--- config.mk ---
export PLATFORM = sky130hd
export DESIGN_NAME = shifter_pipe
export DESIGN_NICKNAME = d
export VERILOG_FILES = /design/src/rtl/shifter_pkg.sv /design/src/rtl/shifter_pipe_stage.sv /design/src/rtl/shifter_pipe.sv
export SDC_FILE = /design/constraint.sdc
export NUM_CORES = 1
export LEC_CHECK = 0
export CAP_MARGIN = 0
export CORE_MARGIN = 2
export CORE_UTILIZATION = 52
export DETAILED_ROUTE_END_ITERATION = 6
export MAX_ROUTING_LAYER = met4
export PLACE_DENSITY_LB_ADDON = 0.08
export SLEW_MARGIN = 20
export SYNTH_ARGS = -nofsm -noshare
export SYNTH_HDL_FRONTEND = slang
export SYNTH_SLANG_ARGS = --single-unit
--- constraint.sdc ---
create_clock -name clk -period 1.8 [get_ports clk]
set_clock_uncertainty 0.05 [all_clocks]
set_input_delay 0.36 -clock clk [delete_from_list [all_inputs] [get_ports clk]]
set_output_delay 0.36 -clock clk [all_outputs]
set_load 0.05 [all_outputs]
--- src/rtl/shifter_pkg.sv ---
// Shared definitions for the pipelined shift/rotate unit.
//   OP_W              width of the operation code
//   sh_op_e           operation encoding; codes 101..111 pass the operand through
//   levels_per_stage  log-levels per pipeline stage, ceil(shw / pipe)
package shifter_pkg;

    localparam int unsigned OP_W = 3;

    typedef enum logic [OP_W-1:0] {
        SH_SLL = 3'b000,
        SH_SRL = 3'b001,
        SH_SRA = 3'b010,
        SH_ROL = 3'b011,
        SH_ROR = 3'b100
    } sh_op_e;

    function automatic int unsigned levels_per_stage(input int unsigned shw,
                                                     input int unsigned pipe);
        return (shw + pipe - 1) / pipe;
    endfunction

endpackage

--- src/rtl/shifter_pipe_stage.sv ---
// Combinational slice of the log shifter: applies levels FIRST_LVL .. FIRST_LVL+N_LVL-1,
// where level j shifts/rotates by 2^j when shamt[j] is set.
//   a      operand entering this slice
//   shamt  full shift amount; only this slice's bits act here
//   op     operation code (shifter_pkg)
//   y      partially shifted result
module shifter_pipe_stage
    import shifter_pkg::*;
#(
    parameter int unsigned XLEN      = 32,
    parameter int unsigned FIRST_LVL = 0,
    parameter int unsigned N_LVL     = 1,
    localparam int unsigned SHW      = $clog2(XLEN)
) (
    input  logic [XLEN-1:0] a,
    input  logic [SHW-1:0]  shamt,
    input  logic [OP_W-1:0] op,
    output logic [XLEN-1:0] y
);

    // One level; amt is always < XLEN so the rotate's complementary shift is in range.
    function automatic logic [XLEN-1:0] shift_by(input logic [XLEN-1:0] x,
                                                 input logic [OP_W-1:0] code,
                                                 input int unsigned     amt);
        logic [XLEN-1:0] r;
        case (code)
            SH_SLL:  r = x << amt;
            SH_SRL:  r = x >> amt;
            SH_SRA:  r = $signed(x) >>> amt;
            SH_ROL:  r = (x << amt) | (x >> (XLEN - amt));
            SH_ROR:  r = (x >> amt) | (x << (XLEN - amt));
            default: r = x;
        endcase
        return r;
    endfunction

    always_comb begin
        logic [XLEN-1:0] x;
        logic [SHW-1:0]  sel;
        x   = a;
        sel = '0;
        for (int i = 0; i < N_LVL; i++) begin
            sel = shamt >> (FIRST_LVL + i);
            if (sel[0]) begin
                x = shift_by(x, op, 1 << (FIRST_LVL + i));
            end
        end
        y = x;
    end

endmodule

--- src/rtl/shifter_pipe.sv ---
// Pipelined shift/rotate unit with valid/ready handshakes on both sides.
// Results return in order PIPE cycles after acceptance; back-pressure stalls the pipe.
//   clk, rst_n            clock, asynchronous active-low reset
//   flush                 kills all in-flight ops at the next edge
//   in_valid / in_ready   input handshake; in_a, in_shamt, in_op, in_tag payload
//   out_valid / out_ready output handshake; out_data, out_tag payload
module shifter_pipe
    import shifter_pkg::*;
#(
    parameter int unsigned XLEN  = 32,
    parameter int unsigned PIPE  = 2,
    parameter int unsigned TAG_W = 5,
    localparam int unsigned SHW  = $clog2(XLEN)
) (
    input  logic             clk,
    input  logic             rst_n,
    input  logic             flush,
    input  logic             in_valid,
    output logic             in_ready,
    input  logic [XLEN-1:0]  in_a,
    input  logic [SHW-1:0]   in_shamt,
    input  logic [OP_W-1:0]  in_op,
    input  logic [TAG_W-1:0] in_tag,
    output logic             out_valid,
    input  logic             out_ready,
    output logic [XLEN-1:0]  out_data,
    output logic [TAG_W-1:0] out_tag
);

    localparam int unsigned LPS = levels_per_stage(SHW, PIPE);

    logic [PIPE-1:0]             valid_q;
    logic [PIPE-1:0][XLEN-1:0]   data_q;
    logic [PIPE-1:0][SHW-1:0]    shamt_q;
    logic [PIPE-1:0][OP_W-1:0]   op_q;
    logic [PIPE-1:0][TAG_W-1:0]  tag_q;

    // Per-stage inputs and combinational results.
    logic [PIPE-1:0]             v_in;
    logic [PIPE-1:0][XLEN-1:0]   a_in;
    logic [PIPE-1:0][SHW-1:0]    sh_in;
    logic [PIPE-1:0][OP_W-1:0]   op_in;
    logic [PIPE-1:0][TAG_W-1:0]  tag_in;
    logic [PIPE-1:0][XLEN-1:0]   data_c;

    // ready[k]: register k may load this edge (empty, or everything downstream drains).
    logic [PIPE-1:0]             ready;

    always_comb begin
        logic r;
        r = out_ready;
        for (int k = PIPE - 1; k >= 0; k--) begin
            r        = r || !valid_q[k];
            ready[k] = r;
        end
    end

    always_comb begin
        v_in[0]   = in_valid;
        a_in[0]   = in_a;
        sh_in[0]  = in_shamt;
        op_in[0]  = in_op;
        tag_in[0] = in_tag;
        for (int k = 1; k < PIPE; k++) begin
            v_in[k]   = valid_q[k-1];
            a_in[k]   = data_q[k-1];
            sh_in[k]  = shamt_q[k-1];
            op_in[k]  = op_q[k-1];
            tag_in[k] = tag_q[k-1];
        end
    end

    for (genvar k = 0; k < PIPE; k++) begin : g_stage
        // Last stage takes the remainder, which may be zero levels for some PIPE/SHW pairs.
        localparam int unsigned FIRST = (k * LPS < SHW) ? k * LPS : SHW;
        localparam int unsigned N_LVL = (SHW - FIRST < LPS) ? SHW - FIRST : LPS;

        shifter_pipe_stage #(
            .XLEN      (XLEN),
            .FIRST_LVL (FIRST),
            .N_LVL     (N_LVL)
        ) u_stage (
            .a     (a_in[k]),
            .shamt (sh_in[k]),
            .op    (op_in[k]),
            .y     (data_c[k])
        );
    end

    // Flush beats out_ready: the op sitting on the output is discarded, not transferred.
    always_ff @(posedge clk or negedge rst_n) begin
        if (!rst_n) begin
            valid_q <= '0;
            data_q  <= '0;
            shamt_q <= '0;
            op_q    <= '0;
            tag_q   <= '0;
        end else begin
            for (int k = 0; k < PIPE; k++) begin
                if (flush) begin
                    valid_q[k] <= 1'b0;
                end else if (ready[k]) begin
                    valid_q[k] <= v_in[k];
                end
                if (ready[k]) begin
                    data_q[k]  <= data_c[k];
                    shamt_q[k] <= sh_in[k];
                    op_q[k]    <= op_in[k];
                    tag_q[k]   <= tag_in[k];
                end
            end
        end
    end

    // The final stage's shift amount and op have no consumer.
    logic unused_last;
    assign unused_last = ^{shamt_q[PIPE-1], op_q[PIPE-1]};

    assign in_ready  = !flush && ready[0];
    assign out_valid = valid_q[PIPE-1];
    assign out_data  = data_q[PIPE-1];
    assign out_tag   = tag_q[PIPE-1];

endmodule

==> impl_metrics.ini, run 1 <==
[placement]
place.gp.congestion = 1.12
port_buffers = 88
hpwl_um = 27100
dpl-instance-area_um2 = 10500

[clock_network]
numCtsBuffers = 9
cts_sinks = 81
root_buffer = clkbuf_16
h-tree-depth = 3
cts_max_path_buffers = 2

[logic_synthesis]
syn-mean-instance-area_um2 = 7.59
synthFlopType = dfrtp_1
synth_top_family_by_area = compound AO/OA/AOI/OAI gates
synth_simple_gate_area_share_pct = 23.7
synth_compound_area_share_pct = 35.3
synth_cells = 989
ys_async_sr_fraction_pct = 100
synth_cell_types = 90
synth.most_common_cell = nor2_1
syn-num-nets = 1039
synthXorXnorAreaFrac_pct = 0.700
synthAdderAreaFrac_pct = 0
synth_top_area_cell = dfrtp_1
synth_top_cell_area_share_pct = 27.0
ys_seq_area_share_pct = 27.0
synthTopCellsByArea = dfrtp_1, nor2_1, nand2_1, a221oi_1, a21oi_1
ys_warn_count = 0
ys_ff_latch = 81
netlist_area_um2 = 7510
synth-edff-count = 0
muxShareOfSynthArea_pct = 6.77
synth.top_cells.by_count = nor2_1, nand2_1, dfrtp_1

[die]
start_util_pct = 53.7
die_x_um = 124
die_y_um = 124
rows = 43
top_level_ports = 89

[global_route]
grt_use_total_pct = 85.0
grt_max_degree = 34
grt.overflow.total = 247

[run_status]
outcome = stopped before the end
stop_stage = global routing (5_1_grt)
tool.error = [ERROR GRT-0232] Routing congestion too high. Check the congestion heatmap in the GUI.
per-stage QoR:
step | cells | setup WS [ns] | setup TNS [ns] | hold WS, ns
after CTS | 1488 | -0.179 | -6.39 | 0.426
after detailed placement | 1424 | -1.19 | -46.37 | 0.280
after floorplan | 989 | -0.229 | -6.78 | 0.0144
after global placement | 1424 | -1.21 | -43.00 | 0.280
routing by layer:
metal  track usage [%]  GRT overflow
met1              80.5             3
met4              87.6            80
met5                 -             -
met2               100           156
met3              70.1             8
what timing repair did:
| item | 4_1_cts |
|---|---|
| pin swaps | 91 |
| resized for setup | 259 |
| gates cloned | 7 |
| buffers inserted | 44 |
| hold buffers | 1 |
| endpoints found under the setup margin | 65 |
| hold endpoints to repair | 29 |
cell families after synthesis:
| group | count (synthesis) |
|---|---|
| xor+xnor | 3 |
| simple gates | 388 |
| flops | 81 |
| compound gates | 368 |
| mux | 44 |
| buf+inv | 105 |
==> run 2, diff against run 1 <==
--- a/config.mk
+++ b/config.mk
@@ -7,10 +7,9 @@
 export LEC_CHECK = 0
 export CAP_MARGIN = 0
 export CORE_MARGIN = 2
-export CORE_UTILIZATION = 52
+export CORE_UTILIZATION = 40
 export DETAILED_ROUTE_END_ITERATION = 6
-export MAX_ROUTING_LAYER = met4
-export PLACE_DENSITY_LB_ADDON = 0.08
+export PLACE_DENSITY_LB_ADDON = 0.15
 export SLEW_MARGIN = 20
 export SYNTH_ARGS = -nofsm -noshare
 export SYNTH_HDL_FRONTEND = slang
==> constraint.sdc (replaced) <==
create_clock -name clk -period 2.3 [get_ports clk]
set_clock_uncertainty 0.05 [all_clocks]
set_input_delay 0.46 -clock clk [delete_from_list [all_inputs] [get_ports clk]]
set_output_delay 0.46 -clock clk [all_outputs]
set_load 0.05 [all_outputs]
==> impl_metrics.ini, run 2 <==
[clock_network]
root_buffer = clkbuf_16
cts_max_path_buffers = 2
cts_tree = done
clkTransAtPathRegs_ns = 0.06
numCtsBuffers = 9
cts_sinks = 81
clkLatencyLatePin_ns = 0.35
h-tree-depth = 3

[detailed_routing]
ant_nets = 0
drc = 0
wl_per_cell_um = 23.0
via_per_inst = 6.38
drtIter0Drc = 1057
routed_wirelength_um = 34300
drt_first_pass_iters = 5
vias = 9488

[setup_path]
path_common_cell = buf_4
crit_slowest_cell = clkdlybuf4s50_1
path_class = input pin to flop
cp-startpoint = in_a[14]
reg2reg_slack_ns = 0.11
reg2reg_from = op_in[4]
r2r-end = out_data[24]
cp_slowest_stage_delay_ns = 0.51
ff2ff_path_depth = 7
end_kind = flop
critPathRequiredTime_ns = 2.48
crit_end = a_in[43]
path_cells = clkdlybuf4s50_1 -> nor2b_2 -> a2111oi_4 -> buf_4 -> nor2_1 -> a221oi_2 -> buf_4 -> o311ai_1 -> a22o_1
arrival_ns = 2.43
crit_fanout = 6
setup.worst_path.start_class = input pin

[global_route]
grt_max_degree = 39
grt_util_met3_pct = 6.79
grt_use_total_pct = 34.4
grtUsageMet1_pct = 45.8
grt_first_pass_wirelength_um = 52800
grt_pass1_vias = 9007
met2_usage_pct = 55.0
antenna_found_initial = 0
grt_busiest_layer = met2
grt.overflow.total = 0

[worst_hold_path]
hp-class = flop to flop
min_from = tag_in[7]

[run_status]
outcome = finished, final reports clean

[timing]
setup_tns_ns = 0
slew_viol_final = 0
holdWs_ns = 0.415
min_period_ns = 2.25
worst_pin_slew_ns = 0.580
finalHoldViolCount = 0
finalSetupViolCount = 0
max_freq_ghz = 0.445
relSlewSlack_pct = 61.3
finalCritPeriodShare_pct = 97.7

[die]
die_y_um = 141
core_area_um2 = 18600
fp.dieArea_um2 = 19900
die_x_um = 141
start_util_pct = 40.4
top_level_ports = 89
rows = 50

[power]
leakage_nw = 4.64
p_sw_share_pct = 40.2
p_int_w = 0.00400
pwr-share-seq_pct = 28.2
ir_worst_vdd_mv = 0.399
power.density_nw_per_um2 = 599
finalPower_w = 0.00668
comb_power_share_pct = 46.1
clkPwrFrac_pct = 25.6
p_switching_w = 0.00268

[logic_synthesis]
synthFlopType = dfrtp_1
netlist_area_um2 = 7510
synth_cells = 989
synth_top_area_cell = dfrtp_1
synth_cell_types = 90
synth.top_cells.by_count = nor2_1, nand2_1, dfrtp_1
synth-edff-count = 0
syn-num-nets = 1039
ys_async_sr_fraction_pct = 100
ys_ff_latch = 81
syn-mean-instance-area_um2 = 7.59
ys_seq_area_share_pct = 27.0
ys_warn_count = 0
synthTopCellsByArea = dfrtp_1, nor2_1, nand2_1, a221oi_1, a21oi_1
synth_top_cell_area_share_pct = 27.0
synth.most_common_cell = nor2_1

[finish]
most-common-layout-cells = buf_4, nor2_1, nand2_1
post-route-util_pct = 60.1
layout-drive-gt1-share_pct = 31.3
syn2layout_area_growth_pct = 48.7
fin_nets = 1300
num_antenna_cells = 0
layout_commonest_cell = buf_4
fillCellCount = 1701
regArea_um2 = 2030
multi_input_area_um2 = 5390

[placement]
place.gp.congestion = 0.998
port_buffers = 88
hpwl_um = 26300

[flow_run]
cap_violations = 0
==> run 2: cell counts after synthesis <==
Identical to the previous run, type by type.
==> run 2: per-layer routing <==
layer | vias up | part of all wire, %
li1 | 4280 | -
met1 | 4510 | 41
met2 | 573 | 45
met3 | 125 | 9.0
met4 | 0 | 4.6
met5 | - | 0
==> run 2: critical path: cells and delay by family <==
kind | cells | cell delay, ns
compound gates | 4 | 0.85
buf+inv | 3 | 0.84
simple gates | 2 | 0.28
==> run 2: timing repair <==
action                     in CTS  in global routing
cloned                          1                  0
setup endpoints to repair      33                 50
buffers inserted                9                  1
resized for setup              57                 32
pin swaps                      20                  7
hold buffers                    1                  0
hold endpoints to repair       17                  0
==> run 2: worst min path at each step <==
stage	endpoint	cells after the start
2_1_floorplan	a_in[32]	0
3_3_place_gp	out_tag[4]	1
3_5_place_dp	tag_in[9]	1
4_1_cts	tag_in[9]	2
5_1_grt	out_tag[4]	2
6_report	out_tag[2]	2
==> run 2: per-stage QoR <==
stage               setup slack [ns]  instances  cell area, µm²
global route                 -0.0110       1488           11200
floorplan                    0.00804        989            7520
detailed placement            -0.745       1463           10300
finish                        0.0530       1488           11200
global placement              -0.711       1463           10300
CTS                         -0.00206       1487           11000
==> run 2: kinds of logic after synthesis <==
| logic type | share of synthesized area (%) |
|---|---|
| AOI/OAI and AO/OA | 35.3 |
| xor gates and xnor gates | 0.700 |
| buffers and inverters | 6.48 |
| DFF | 27.0 |
| muxes | 6.77 |
| and+or+nand+nor | 23.7 |
==> run 2: area by class of cell <==
class | count | share of cell area [%]
inverter | 5 | 0.168
tap | 234 | 2.62
clock buffer | 9 | 2.02
timing repair buffer | 350 | 27.7
sequential | 81 | 18.2
clock inverter | 6 | 1.03
multi-input combinational | 803 | 48.3
==> run 2: power by group through the flow <==
stage	Sequential, W	Clock, W	Combinational (W)
after floorplan	0.00227	0	0.00118
after global placement	0.00190	0	0.00286
after detailed placement	0.00191	0	0.00287
after CTS	0.00188	0.00173	0.00299
after global routing	0.00191	0.00178	0.00326
final	0.00189	0.00171	0.00308
Power figures use the tool's default switching activity.
==> run 3, diff against run 2 <==
--- a/config.mk
+++ b/config.mk
@@ -5,6 +5,7 @@
 export SDC_FILE = /design/constraint.sdc
 export NUM_CORES = 1
 export LEC_CHECK = 0
+export ABC_AREA = 0
 export CAP_MARGIN = 0
 export CORE_MARGIN = 2
 export CORE_UTILIZATION = 40
==> results of run 3 <==
The final DEF is identical to that of run 2; final timing and power are the same.
==> run 4, diff against run 3 <==
--- a/config.mk
+++ b/config.mk
@@ -14,4 +14,5 @@
 export SLEW_MARGIN = 20
 export SYNTH_ARGS = -nofsm -noshare
 export SYNTH_HDL_FRONTEND = slang
+export SYNTH_HIERARCHICAL = 1
 export SYNTH_SLANG_ARGS = --single-unit
==> impl_metrics.ini, run 4 <==
[run_status]
outcome = finished with violations
violations = setup timing

[detailed_routing]
ant_nets = 0
drc = 0
vias = 9174
wl_per_cell_um = 22.2
via_per_inst = 6.19
drtIter0Drc = 825
routed_wirelength_um = 32800
drt_first_pass_iters = 7

[setup_path]
end_kind = flop
setup.worst_path.start_class = input pin
ff2ff_path_depth = 8
crit_fanout = 7
cp-startpoint = in_op[1]
critPathRequiredTime_ns = 2.48
reg2reg_from = op_in[3]
path_class = input pin to flop
arrival_ns = 2.58

[timing]
finalCritPeriodShare_pct = 104
final.setup.worst_slack_ns = -0.0974
worst_pin_slew_ns = 0.550
slew_viol_final = 0
finalHoldViolCount = 0
max_freq_ghz = 0.417
setup_tns_ns = -0.944
finalSetupViolCount = 25
min_period_ns = 2.40
rsz0062_at_grt = yes
relSlewSlack_pct = 63.3

[logic_synthesis]
syn-num-nets = 984
netlist_area_um2 = 8070
ys_warn_count = 6
syn-mean-instance-area_um2 = 8.64
synth_cells = 934

[global_route]
grt_use_total_pct = 29.8
grt_first_pass_wirelength_um = 50500
antenna_found_initial = 0
grt.overflow.total = 0
grt_pass1_vias = 8964
grt_max_degree = 55

[die]
die_x_um = 146
start_util_pct = 41.0
fp.dieArea_um2 = 21300
core_area_um2 = 19700
die_y_um = 146
rows = 51
top_level_ports = 89

[clock_network]
clkLatencyLatePin_ns = 0.34
cts_max_path_buffers = 2
clkTransAtPathRegs_ns = 0.07
h-tree-depth = 3
root_buffer = clkbuf_16
cts_sinks = 81
cts_tree = done
numCtsBuffers = 9

[finish]
most-common-layout-cells = buf_4, dfrtp_1, clkdlybuf4s50_1
regArea_um2 = 2030
fin_nets = 1261
fin_cells = 1481
syn2layout_area_growth_pct = 47.3
fillCellCount = 1841
post-route-util_pct = 60.5
layout_commonest_cell = buf_4
multi_input_area_um2 = 5950
layout-drive-gt1-share_pct = 38.1
num_antenna_cells = 0

[power]
ir_worst_vdd_mv = 0.340
power.density_nw_per_um2 = 584
leakage_nw = 5.24

[worst_hold_path]
hold_depth = 3
min_from = in_op[0]
hp-class = input pin to flop

[placement]
placedCellCount = 1435
post-place-ws_ns = -1.03
hpwl_um = 25200
port_buffers = 88
place.gp.congestion = 0.961

[flow_run]
cap_violations = 0
run 4: through the flow:
step | cell area [µm²] | total power [W] | hold WS [ns]
floorplan | 8150 | 0.00379 | 0.114
global placement | 10800 | 0.00513 | 0.357
detailed placement | 10800 | 0.00517 | 0.366
CTS | 11600 | 0.00684 | 0.434
global route | 11900 | 0.00725 | 0.455
finish | 11900 | 0.00694 | 0.451
run 4: routing by layer:
layer	GRT usage [%]	up-vias	routed length, µm
met3	4.69	81	2050
met4	11.4	0	1190
li1	-	4223	-
met1	39.1	4428	14100
met5	0	-	0
met2	49.5	442	15500
run 4: layout make-up:
cell class / instances / share of cell area, %
inverters: 18 / 0.569
well taps: 265 / 2.79
clock inverters: 7 / 0.684
repair buffers: 359 / 26.9
clock buffers: 9 / 1.90
multi-input cells: 742 / 50.1
flip-flops and latches: 81 / 17.1
run 4: power by group:
part	switching [W]	internal [W]
Clock	0.000652	0.000861
Combinational	0.00185	0.00163
Sequential	0.000292	0.00166
run 4: worst paths after layout:
check / end / slack (ns)
min reg2reg: tag_in[6] / 0.45
min in group asynchronous: out_data[4] / 0.53
min: op_in[3] / 0.45
max reg2reg: out_data[8] / -0.06
max: a_in[57] / -0.1
max in group asynchronous: out_tag[3] / 1.05
run 4: critical path: stages:
cell,delay [ns]
buf_8,0.10
buf_12,0.13
xnor2_4,0.22
buf_12,0.17
mux2_4,0.29
a222oi_1,0.30
buf_4,0.19
o21a_1,0.14
a21oi_2,0.06
o22a_1,0.24
mux2_4,0.26
run 4: what timing repair did:
| item | in CTS | in global routing |
|---|---|---|
| resized for setup | 56 | 66 |
| hold endpoints to repair | 19 | 0 |
| endpoints found under the setup margin | 33 | 58 |
| gates cloned | 3 | 1 |
| pin swaps | 21 | 33 |
| hold buffers | 1 | 0 |
| setup buffers | 16 | 10 |
